$ cat config.mk
export PLATFORM = sky130hd
export DESIGN_NAME = pipeline_writeback
export DESIGN_NICKNAME = d
export VERILOG_FILES = /design/src/rtl/pipeline_pkg.sv /design/src/rtl/wb_load_queue.sv /design/src/rtl/pipeline_writeback.sv
export SDC_FILE = /design/constraint.sdc
export NUM_CORES = 1
export LEC_CHECK = 0
export ABC_CLOCK_PERIOD_IN_PS = 15700
export CORE_UTILIZATION = 56
export DETAILED_ROUTE_END_ITERATION = 10
export GPL_TIMING_DRIVEN = 0
export PLACE_DENSITY = 0.87
export SKIP_CTS_REPAIR_TIMING = 1
export SKIP_LAST_GASP = 1
export SYNTH_ARGS = -nofsm -noshare
export SYNTH_HDL_FRONTEND = slang
export SYNTH_SLANG_ARGS = --single-unit
$ cat constraint.sdc
create_clock -name clk -period 15.7 [get_ports clk]
set_input_delay 3.925 -clock clk [delete_from_list [all_inputs] [get_ports clk]]
set_output_delay 3.925 -clock clk [all_outputs]
set_load 0.01 [all_outputs]
$ cat src/rtl/pipeline_pkg.sv
// Shared types and constants for the writeback stage and its load queue.
package pipeline_pkg;

    localparam int REG_W = 5;
    localparam int DATA_W = 32;
    localparam logic [REG_W-1:0] REG_ZERO = 5'd0;

    typedef struct packed {
        logic              valid;
        logic [REG_W-1:0]  rd;
        logic [DATA_W-1:0] val;
    } wb_entry_t;

endpackage

$ cat src/rtl/wb_load_queue.sv
// In-order circular buffer of pending load writebacks with kill-by-rd.
// Youngest-match lookup ports exist only when WB_FORWARD_EN is defined.
module wb_load_queue
    import pipeline_pkg::*;
#(
    parameter int LQ_DEPTH = 4,
    parameter int LQ_AW    = 2
) (
    input  logic              clk,
    input  logic              rst,
    input  logic              push,
    input  wb_entry_t         push_entry,
    input  logic              pop,
    input  logic              kill_en,
    input  logic [REG_W-1:0]  kill_rd,
`ifdef WB_FORWARD_EN
    input  logic [REG_W-1:0]  look_rd0,
    input  logic [REG_W-1:0]  look_rd1,
    output logic              look_hit0,
    output logic [DATA_W-1:0] look_val0,
    output logic              look_hit1,
    output logic [DATA_W-1:0] look_val1,
`endif
    output wb_entry_t         head_entry,
    output logic [LQ_AW:0]    count
);

    localparam logic [LQ_AW:0]   CNT_ONE = (LQ_AW+1)'(1);
    localparam logic [LQ_AW-1:0] PTR_ONE = LQ_AW'(1);

    wb_entry_t        mem_q [LQ_DEPTH];
    wb_entry_t        mem_d [LQ_DEPTH];
    logic [LQ_AW-1:0] head_q, head_d;
    logic [LQ_AW-1:0] tail_q, tail_d;
    logic [LQ_AW:0]   count_q, count_d;

    // Kill applies to every slot; stale slots outside the live window are harmless.
    always_comb begin
        for (int i = 0; i < LQ_DEPTH; i++) begin
            mem_d[i] = mem_q[i];
            if (kill_en && mem_q[i].rd == kill_rd) begin
                mem_d[i].valid = 1'b0;
            end
        end
        head_d  = head_q;
        tail_d  = tail_q;
        count_d = count_q;
        if (push) begin
            mem_d[tail_q] = push_entry;
            tail_d        = tail_q + PTR_ONE;
        end
        if (pop) begin
            head_d = head_q + PTR_ONE;
        end
        case ({push, pop})
            2'b10:   count_d = count_q + CNT_ONE;
            2'b01:   count_d = count_q - CNT_ONE;
            default: count_d = count_q;
        endcase
    end

    always_ff @(posedge clk or posedge rst) begin
        if (rst) begin
            for (int i = 0; i < LQ_DEPTH; i++) begin
                mem_q[i] <= '0;
            end
            head_q  <= '0;
            tail_q  <= '0;
            count_q <= '0;
        end else begin
            for (int i = 0; i < LQ_DEPTH; i++) begin
                mem_q[i] <= mem_d[i];
            end
            head_q  <= head_d;
            tail_q  <= tail_d;
            count_q <= count_d;
        end
    end

    assign head_entry = mem_q[head_q];
    assign count      = count_q;

`ifdef WB_FORWARD_EN
    logic [LQ_AW-1:0] look_idx;

    // Walk oldest to youngest so the last match found is the youngest one.
    always_comb begin
        look_hit0 = 1'b0;
        look_val0 = '0;
        look_hit1 = 1'b0;
        look_val1 = '0;
        look_idx  = '0;
        for (int i = 0; i < LQ_DEPTH; i++) begin
            look_idx = head_q + LQ_AW'(i);
            if ((LQ_AW+1)'(i) < count_q && mem_q[look_idx].valid) begin
                if (mem_q[look_idx].rd == look_rd0) begin
                    look_hit0 = 1'b1;
                    look_val0 = mem_q[look_idx].val;
                end
                if (mem_q[look_idx].rd == look_rd1) begin
                    look_hit1 = 1'b1;
                    look_val1 = mem_q[look_idx].val;
                end
            end
        end
    end
`endif

endmodule

$ cat src/rtl/pipeline_writeback.sv
// Writeback stage: arbitrates ALU and load results onto one regfile port.
// Optional register forwarding is enabled by defining WB_FORWARD_EN.
module pipeline_writeback
    import pipeline_pkg::*;
#(
    parameter int LQ_DEPTH = 4,
    parameter int LQ_AW    = 2
) (
    input  logic              clk,
    input  logic              rst,
    input  logic              alu_valid,
    input  logic [REG_W-1:0]  alu_rd,
    input  logic [DATA_W-1:0] alu_val,
    input  logic              ld_valid,
    input  logic [REG_W-1:0]  ld_rd,
    input  logic [DATA_W-1:0] ld_val,
    output logic              ld_ready,
    output logic              we,
    output logic [REG_W-1:0]  windex,
    output logic [DATA_W-1:0] win,
    output logic [LQ_AW:0]    lq_count,
    input  logic [REG_W-1:0]  rindex0,
    input  logic [REG_W-1:0]  rindex1,
    output logic              fwd0_hit,
    output logic [DATA_W-1:0] fwd0_val,
    output logic              fwd1_hit,
    output logic [DATA_W-1:0] fwd1_val
);

    localparam logic [LQ_AW:0] LQ_FULL = (LQ_AW+1)'(LQ_DEPTH);

    wb_entry_t         head_entry;
    wb_entry_t         push_entry;
    logic [LQ_AW:0]    lq_count_w;
    logic              lq_empty;
    logic              alu_go;
    logic              ld_accept;
    logic              load_live;
    logic              push;
    logic              pop;
    logic              we_q, we_d;
    logic [REG_W-1:0]  windex_q, windex_d;
    logic [DATA_W-1:0] win_q, win_d;

    assign ld_ready  = (lq_count_w < LQ_FULL);
    assign ld_accept = ld_valid & ld_ready;
    assign lq_empty  = (lq_count_w == '0);
    assign alu_go    = alu_valid && (alu_rd != REG_ZERO);
    // A same-cycle ALU write to the same rd makes the accepted load dead on arrival.
    assign load_live = ld_accept && (ld_rd != REG_ZERO) && !(alu_go && (ld_rd == alu_rd));

    assign push_entry = '{valid: 1'b1, rd: ld_rd, val: ld_val};

    always_comb begin
        we_d     = 1'b0;
        windex_d = '0;
        win_d    = '0;
        push     = 1'b0;
        pop      = 1'b0;
        if (alu_go) begin
            we_d     = 1'b1;
            windex_d = alu_rd;
            win_d    = alu_val;
            push     = load_live;
        end else if (!lq_empty) begin
            pop      = 1'b1;
            push     = load_live;
            if (head_entry.valid) begin
                we_d     = 1'b1;
                windex_d = head_entry.rd;
                win_d    = head_entry.val;
            end
        end else if (load_live) begin
            we_d     = 1'b1;
            windex_d = ld_rd;
            win_d    = ld_val;
        end
    end

    always_ff @(posedge clk or posedge rst) begin
        if (rst) begin
            we_q     <= 1'b0;
            windex_q <= '0;
            win_q    <= '0;
        end else begin
            we_q     <= we_d;
            windex_q <= windex_d;
            win_q    <= win_d;
        end
    end

    assign we       = we_q;
    assign windex   = windex_q;
    assign win      = win_q;
    assign lq_count = lq_count_w;

`ifdef WB_FORWARD_EN
    logic              q_hit0, q_hit1;
    logic [DATA_W-1:0] q_val0, q_val1;
    logic              r_hit0, r_hit1;

    wb_load_queue #(.LQ_DEPTH(LQ_DEPTH), .LQ_AW(LQ_AW)) u_lq (
        .clk        (clk),
        .rst        (rst),
        .push       (push),
        .push_entry (push_entry),
        .pop        (pop),
        .kill_en    (alu_go),
        .kill_rd    (alu_rd),
        .look_rd0   (rindex0),
        .look_rd1   (rindex1),
        .look_hit0  (q_hit0),
        .look_val0  (q_val0),
        .look_hit1  (q_hit1),
        .look_val1  (q_val1),
        .head_entry (head_entry),
        .count      (lq_count_w)
    );

    assign r_hit0 = we_q && (windex_q == rindex0);
    assign r_hit1 = we_q && (windex_q == rindex1);

    // Queued loads are younger than the value already on the write port.
    always_comb begin
        fwd0_hit = 1'b0;
        fwd0_val = '0;
        fwd1_hit = 1'b0;
        fwd1_val = '0;
        if (rindex0 != REG_ZERO) begin
            fwd0_hit = q_hit0 | r_hit0;
            fwd0_val = q_hit0 ? q_val0 : (r_hit0 ? win_q : '0);
        end
        if (rindex1 != REG_ZERO) begin
            fwd1_hit = q_hit1 | r_hit1;
            fwd1_val = q_hit1 ? q_val1 : (r_hit1 ? win_q : '0);
        end
    end
`else
    logic fwd_unused;

    wb_load_queue #(.LQ_DEPTH(LQ_DEPTH), .LQ_AW(LQ_AW)) u_lq (
        .clk        (clk),
        .rst        (rst),
        .push       (push),
        .push_entry (push_entry),
        .pop        (pop),
        .kill_en    (alu_go),
        .kill_rd    (alu_rd),
        .head_entry (head_entry),
        .count      (lq_count_w)
    );

    assign fwd_unused = ^{rindex0, rindex1};
    assign fwd0_hit   = 1'b0;
    assign fwd0_val   = '0;
    assign fwd1_hit   = 1'b0;
    assign fwd1_val   = '0;
`endif

endmodule

After elaboration in Yosys (flattened, before gate mapping)
Cells that the tools add are included.
W data, S select, Z words.
Word-level totals
  memories kept: 0
  bits in writable memories: 0
  bits in read-only memories: 0
  register bits after elaboration: 197
  bits of input ports: 88
  bits in latches: 0
Cells by class
  $add $sub $neg: 4
  mux-type cells: 28
  eq/ne operators: 7
  divide/modulo/power cells: 0
  bitwise logic cells: 3
  multiply operators: 0
  reductions and logical operators: 14
  magnitude comparators: 4
  shifts and indexed selects: 0
Operators by type and width (count)
  $bwmux W152: 1
  $mux W152: 1
  $mux W32: 4
  $mux W38: 3
  $bmux W38 S2: 1
  $demux W38 S2: 1
  $eq A5 B5 Y1: 5
  $mux W5: 4
  $mux W1: 12
  $reduce_bool A5 Y1: 2
  $logic_and A1 B1 Y1: 9
  $ge A3 B3 Y1 const B: 2
  $not A2 Y3: 2
  $pmux W3 S2: 1
  $add A2 B1 Y2 const B: 2
  $add A3 B1 Y3 const B: 1
  $logic_not A3 Y1: 1
  $lt A3 B1 Y1 const B: 1
  $lt A3 B3 Y1 const B: 1
  $sub A3 B1 Y3 const B: 1
  $eq A2 B1 Y1 const B: 1
  $eq A2 B2 Y1 const B: 1
  $reduce_bool A2 Y1: 1
  $and A1 B1 Y1: 1
  $logic_not A1 Y1: 1

Longest topological paths before layout
  depth after elaboration: 9
  depth in mapped cells: 12
  mapped depth without buffers: 11

Modules after synthesis
Synthesis repeated with hierarchy kept, for this count alone.
Second synthesis, totals
  cell total of the unflattened synthesis: 648
  area, all modules: 9778.1 um^2
By module, submodules not included
  wb_load_queue: area each 7423.4 um^2, cells each 431, times used 1
  pipeline_writeback: area each 2354.8 um^2, cells each 217, times used 1

Worst setup path after synthesis
No wires, ideal clock.
  path kind: input port to flip-flop
  from: in alu_rd[1]
  to: reg u_lq.count_q[2], in the netlist u_lq.count[2]
  path slack: 9.431 ns
  data required time: 15.620 ns
  stages on the path: 11
  library setup time: 0.080 ns
  data arrival time: 6.189 ns
  path through: buf_4 -> or4_4 -> o21a_1 -> clkbuf_1 -> nor2_1 -> ha_1 -> inv_1 -> fa_1 -> xor2_1 -> nor2_1 -> xnor2_1
On the way
  word-level cells in the longest chain between the ends: 9
RTL lines
  start: declaration: line pipeline_writeback.sv:12  | input logic [REG_W-1:0] alu_rd,
  $reduce_bool A5 Y1: line pipeline_writeback.sv:48  | assign alu_go = alu_valid && (alu_rd != REG_ZERO);
  $logic_and A1 B1 Y1: line pipeline_writeback.sv:48
  $logic_and A1 B1 Y1: line pipeline_writeback.sv:50  | assign load_live = ld_accept && (ld_rd != REG_ZERO) && !(alu_go && (ld_rd == alu_rd));
  $logic_not A1 Y1: line pipeline_writeback.sv:50
  $logic_and A1 B1 Y1: line pipeline_writeback.sv:50
  $mux W1: line pipeline_writeback.sv:65  | end else if (!lq_empty) begin
  $mux W1: line pipeline_writeback.sv:60  | if (alu_go) begin
  $eq A2 B1 Y1 / $eq A2 B2 Y1 (equally long branches): line wb_load_queue.sv:55  | case ({push, pop})
  $pmux W3 S2 / $reduce_bool A2 Y1 (equally long branches)
  end signal: assignment: line wb_load_queue.sv:76  | count_q <= count_d;
  end: declaration: line wb_load_queue.sv:35  | logic [LQ_AW:0] count_q, count_d;
Several ways; a longest one is shown, not always the timed one.
A chain may end at the register's enable or synchronous reset.

Final worst setup path
  from: in ld_rd[1]
  to: reg u_lq.count_q[2], in the netlist u_lq.count[2]
On the way
  word-level cells in the longest chain between the ends: 8
RTL lines
  start: declaration: line pipeline_writeback.sv:15  | input logic [REG_W-1:0] ld_rd,
  $eq A5 B5 Y1: line pipeline_writeback.sv:50
  $logic_and A1 B1 Y1: line pipeline_writeback.sv:50
  $logic_not A1 Y1: line pipeline_writeback.sv:50
  $logic_and A1 B1 Y1 (*): line pipeline_writeback.sv:50
  $mux W1: line pipeline_writeback.sv:65
  $mux W1 (*): line pipeline_writeback.sv:60
  $eq A2 B1 Y1 / $eq A2 B2 Y1 (equally long branches): line wb_load_queue.sv:55
  $pmux W3 S2 / $reduce_bool A2 Y1 (equally long branches)
Every way passes the cells marked *; elsewhere a longest branch is shown, timed or not.

==> flow_summary.json <==
{
  "max-cap-violations": 0,
  "vias_per_cell": 5.377,
  "grt_pass1_vias": 6130,
  "ys_types": 35,
  "min_period_ps": 6371,
  "slowest_stage": "or4_1",
  "clkTransAtPathRegs_ps": 70,
  "crit_path_max_incr_delay_ps": 590,
  "n_fill_cell": 1179,
  "synth_area_sq_um": 9889,
  "p_per_area_nw_per_um2": 191.4,
  "critPathKind": "input pin to register",
  "via_count": 5856,
  "layout-drive-gt1-share_pct": 36.46,
  "htree_num_levels": 4,
  "antennaDiodeCount": 0,
  "hpwlAfterDp_mm": 13.54,
  "rows": 48,
  "layout_common_cells": "197 x dfrtp_1, 114 x clkdlybuf4s50_1, 76 x mux2_4, 72 x mux2_2, 71 x buf_4",
  "dpl_worst_slack_ps": 8879,
  "drt_pre_antenna_iters": 4,
  "clock_path_buffers": 2,
  "drt_iter0_drc": 323,
  "worst_slack_ps": 9329,
  "crit_path_end_kind": "register",
  "relSlewSlack_pct": 36.76,
  "tns_ps": 0,
  "yosysWarnings": 0,
  "ios": 196,
  "worstPathRequired_ps": 16070,
  "clock-sinks": 197,
  "track_usage_pct": 24.34,
  "grt_max_degree": 120,
  "fin_skew_ps": 9.508,
  "cts_buffers": 17,
  "path_cells": "clkdlybuf4s50_1, or4_1, o211a_1, and2_1, inv_1, ha_1, inv_1, fa_1, xor2_1, nor2_1, xnor2_1",
  "synth_area_per_cell_sq_um": 15.17,
  "ys_seq_area_share_pct": 49.85,
  "final_common_cell": "dfrtp_1",
  "multi_input_area_sq_um": 4289,
  "setup_violations": 0,
  "die-height_um": 134.9,
  "critPathBufInv": 3,
  "final_cells": 1089,
  "worst_pin_slew_ps": 948.6,
  "grt_pass1_wl_mm": 33.14,
  "cpMostUsedCell": "inv_1",
  "gp_congestion": 0.8496,
  "synth_cells": 652,
  "leakagePower_nw": 5.391,
  "status": "finished, final reports clean",
  "root_buffer": "clkbuf_16",
  "dp.cells": 1057,
  "crit_arrival_ps": 6740,
  "drv_slew": 0,
  "post_drt_wl_per_cell_um": 18.78,
  "async_reset_ff_share_pct": 100.0,
  "cpLargestDelayFamily": "simple AND/OR/NAND/NOR gates",
  "crit_fanout": 8,
  "synth-edff-count": 0,
  "fmax_mhz": 157.0,
  "period_share_pct": 40.58,
  "drc": 0,
  "hp-class": "register to register",
  "fp.dieW_um": 134.9,
  "synth_flop_cell": "dfrtp_1",
  "start_util_pct": 57.18,
  "antenna_found_initial": 0,
  "seqCellArea_sq_um": 4930,
  "whs_ps": 486.6,
  "finalHoldViolations": 0,
  "irDropWorstVdd_v": 0.0001118,
  "syn_to_final_growth_pct": 23.17,
  "cts_tree": "done",
  "io_buffers": 114,
  "critPathLaunchType": "input pin",
  "routed_wl_mm": 20.45,
  "overflow": 0,
  "ant_nets": 0,
  "ys_seq_elements": 197,
  "core_area_sq_um": 17300,
  "insertion_delay_ps": 440,
  "fin_nets": 945,
  "die_area_sq_um": 18200,
  "grt_setup_unrepaired": "no"
}
[metrics by stage]
step | area (sq um) | total power, W | utilization (%)
after detailed placement | 11590 | 0.001894 | 67.01
final | 12180 | 0.002332 | 70.42
after CTS | 12180 | 0.002342 | 70.42
after floorplan | 10130 | 0.001604 | -
after global routing | 12180 | 0.002461 | 70.42
after global placement | 11560 | 0.001860 | 66.81
[synthesized netlist by cell type, types with 6 or more instances]
cell type / n / share of area (%)
nor2b_1: 34 / 2.2
a221o_1: 34 / 3.4
dfrtp_1: 197 / 50
inv_1: 11 / 0.42
nor3_1: 6 / 0.30
mux2_2: 72 / 8.2
buf_12: 12 / 2.4
mux2_4: 76 / 12
clkbuf_1: 12 / 0.46
mux4_2: 38 / 8.7
buf_4: 71 / 5.4
xnor2_1: 14 / 1.2
xor2_1: 17 / 1.5
[power by group]
group	internal [W]	leakage (nW)	total, W	switching (W)
logic	0.000631	2.73	0.000990	0.000359
clock network	0.000241	0.285	0.000438	0.000197
registers	0.000760	2.38	0.000904	0.000143
total	0.00163	5.39	0.00233	0.000699
[kinds of logic (layout without fill, tap and decap cells)]
kind of cell | after synthesis | in the layout | synth area share, %
xor+xnor | 31 | 31 | 2.745
simple gates | 63 | 63 | 4.023
other cells | 1 | 66 | 0.03792
flops | 197 | 197 | 49.85
fa+ha+maj | 6 | 6 | 0.8350
mux | 187 | 187 | 28.49
buf+inv | 117 | 264 | 9.248
compound gates | 50 | 50 | 4.770
[area by class of cell]
type                    count  share of cell area (%)
clock inverters            13                   1.202
inverters                  11                  0.4006
flip-flops and latches    197                   40.47
repair buffers            115                   9.594
plain buffers             106                   7.170
clock buffers              19                   3.636
multi-input cells         403                   35.21
well taps                 225                   2.311
[path summary, 6_finish.rpt]
check | to | slack (ps) | cells past startpoint | startpoint
min | u_lq.mem_q[37] | 490 | 1 | u_lq.mem_q[37]
min in group asynchronous | win[15] | 4050 | 2 | rst
max | u_lq.count[2] | 9330 | 11 | ld_rd[1]
max reg2reg | win[28] | 12890 | 6 | u_lq.head_q[1]
max in group asynchronous | asynchronous set/reset pin | 10810 | 3 | rst
min reg2reg | u_lq.mem_q[37] | 490 | 1 | u_lq.mem_q[37]
[worst register-to-register path: cells and delay by family (launching register included)]
kind                   cells  cell delay, ps
buffers and inverters      3            1430
and+or+nand+nor            1             160
DFF                        1             410
muxes                      1             420
AOI/OAI and AO/OA          1             280
[per-layer routing]
metal | vias to the layer above | wire (um) | track usage (%)
met3 | 34 | 984 | 5.255
li1 | 2628 | - | -
met4 | 0 | 414 | 8.365
met2 | 191 | 9954 | 39.23
met5 | - | 0 | 0
met1 | 3003 | 9096 | 32.89
Note: power is estimated with default switching activity, not from simulation.
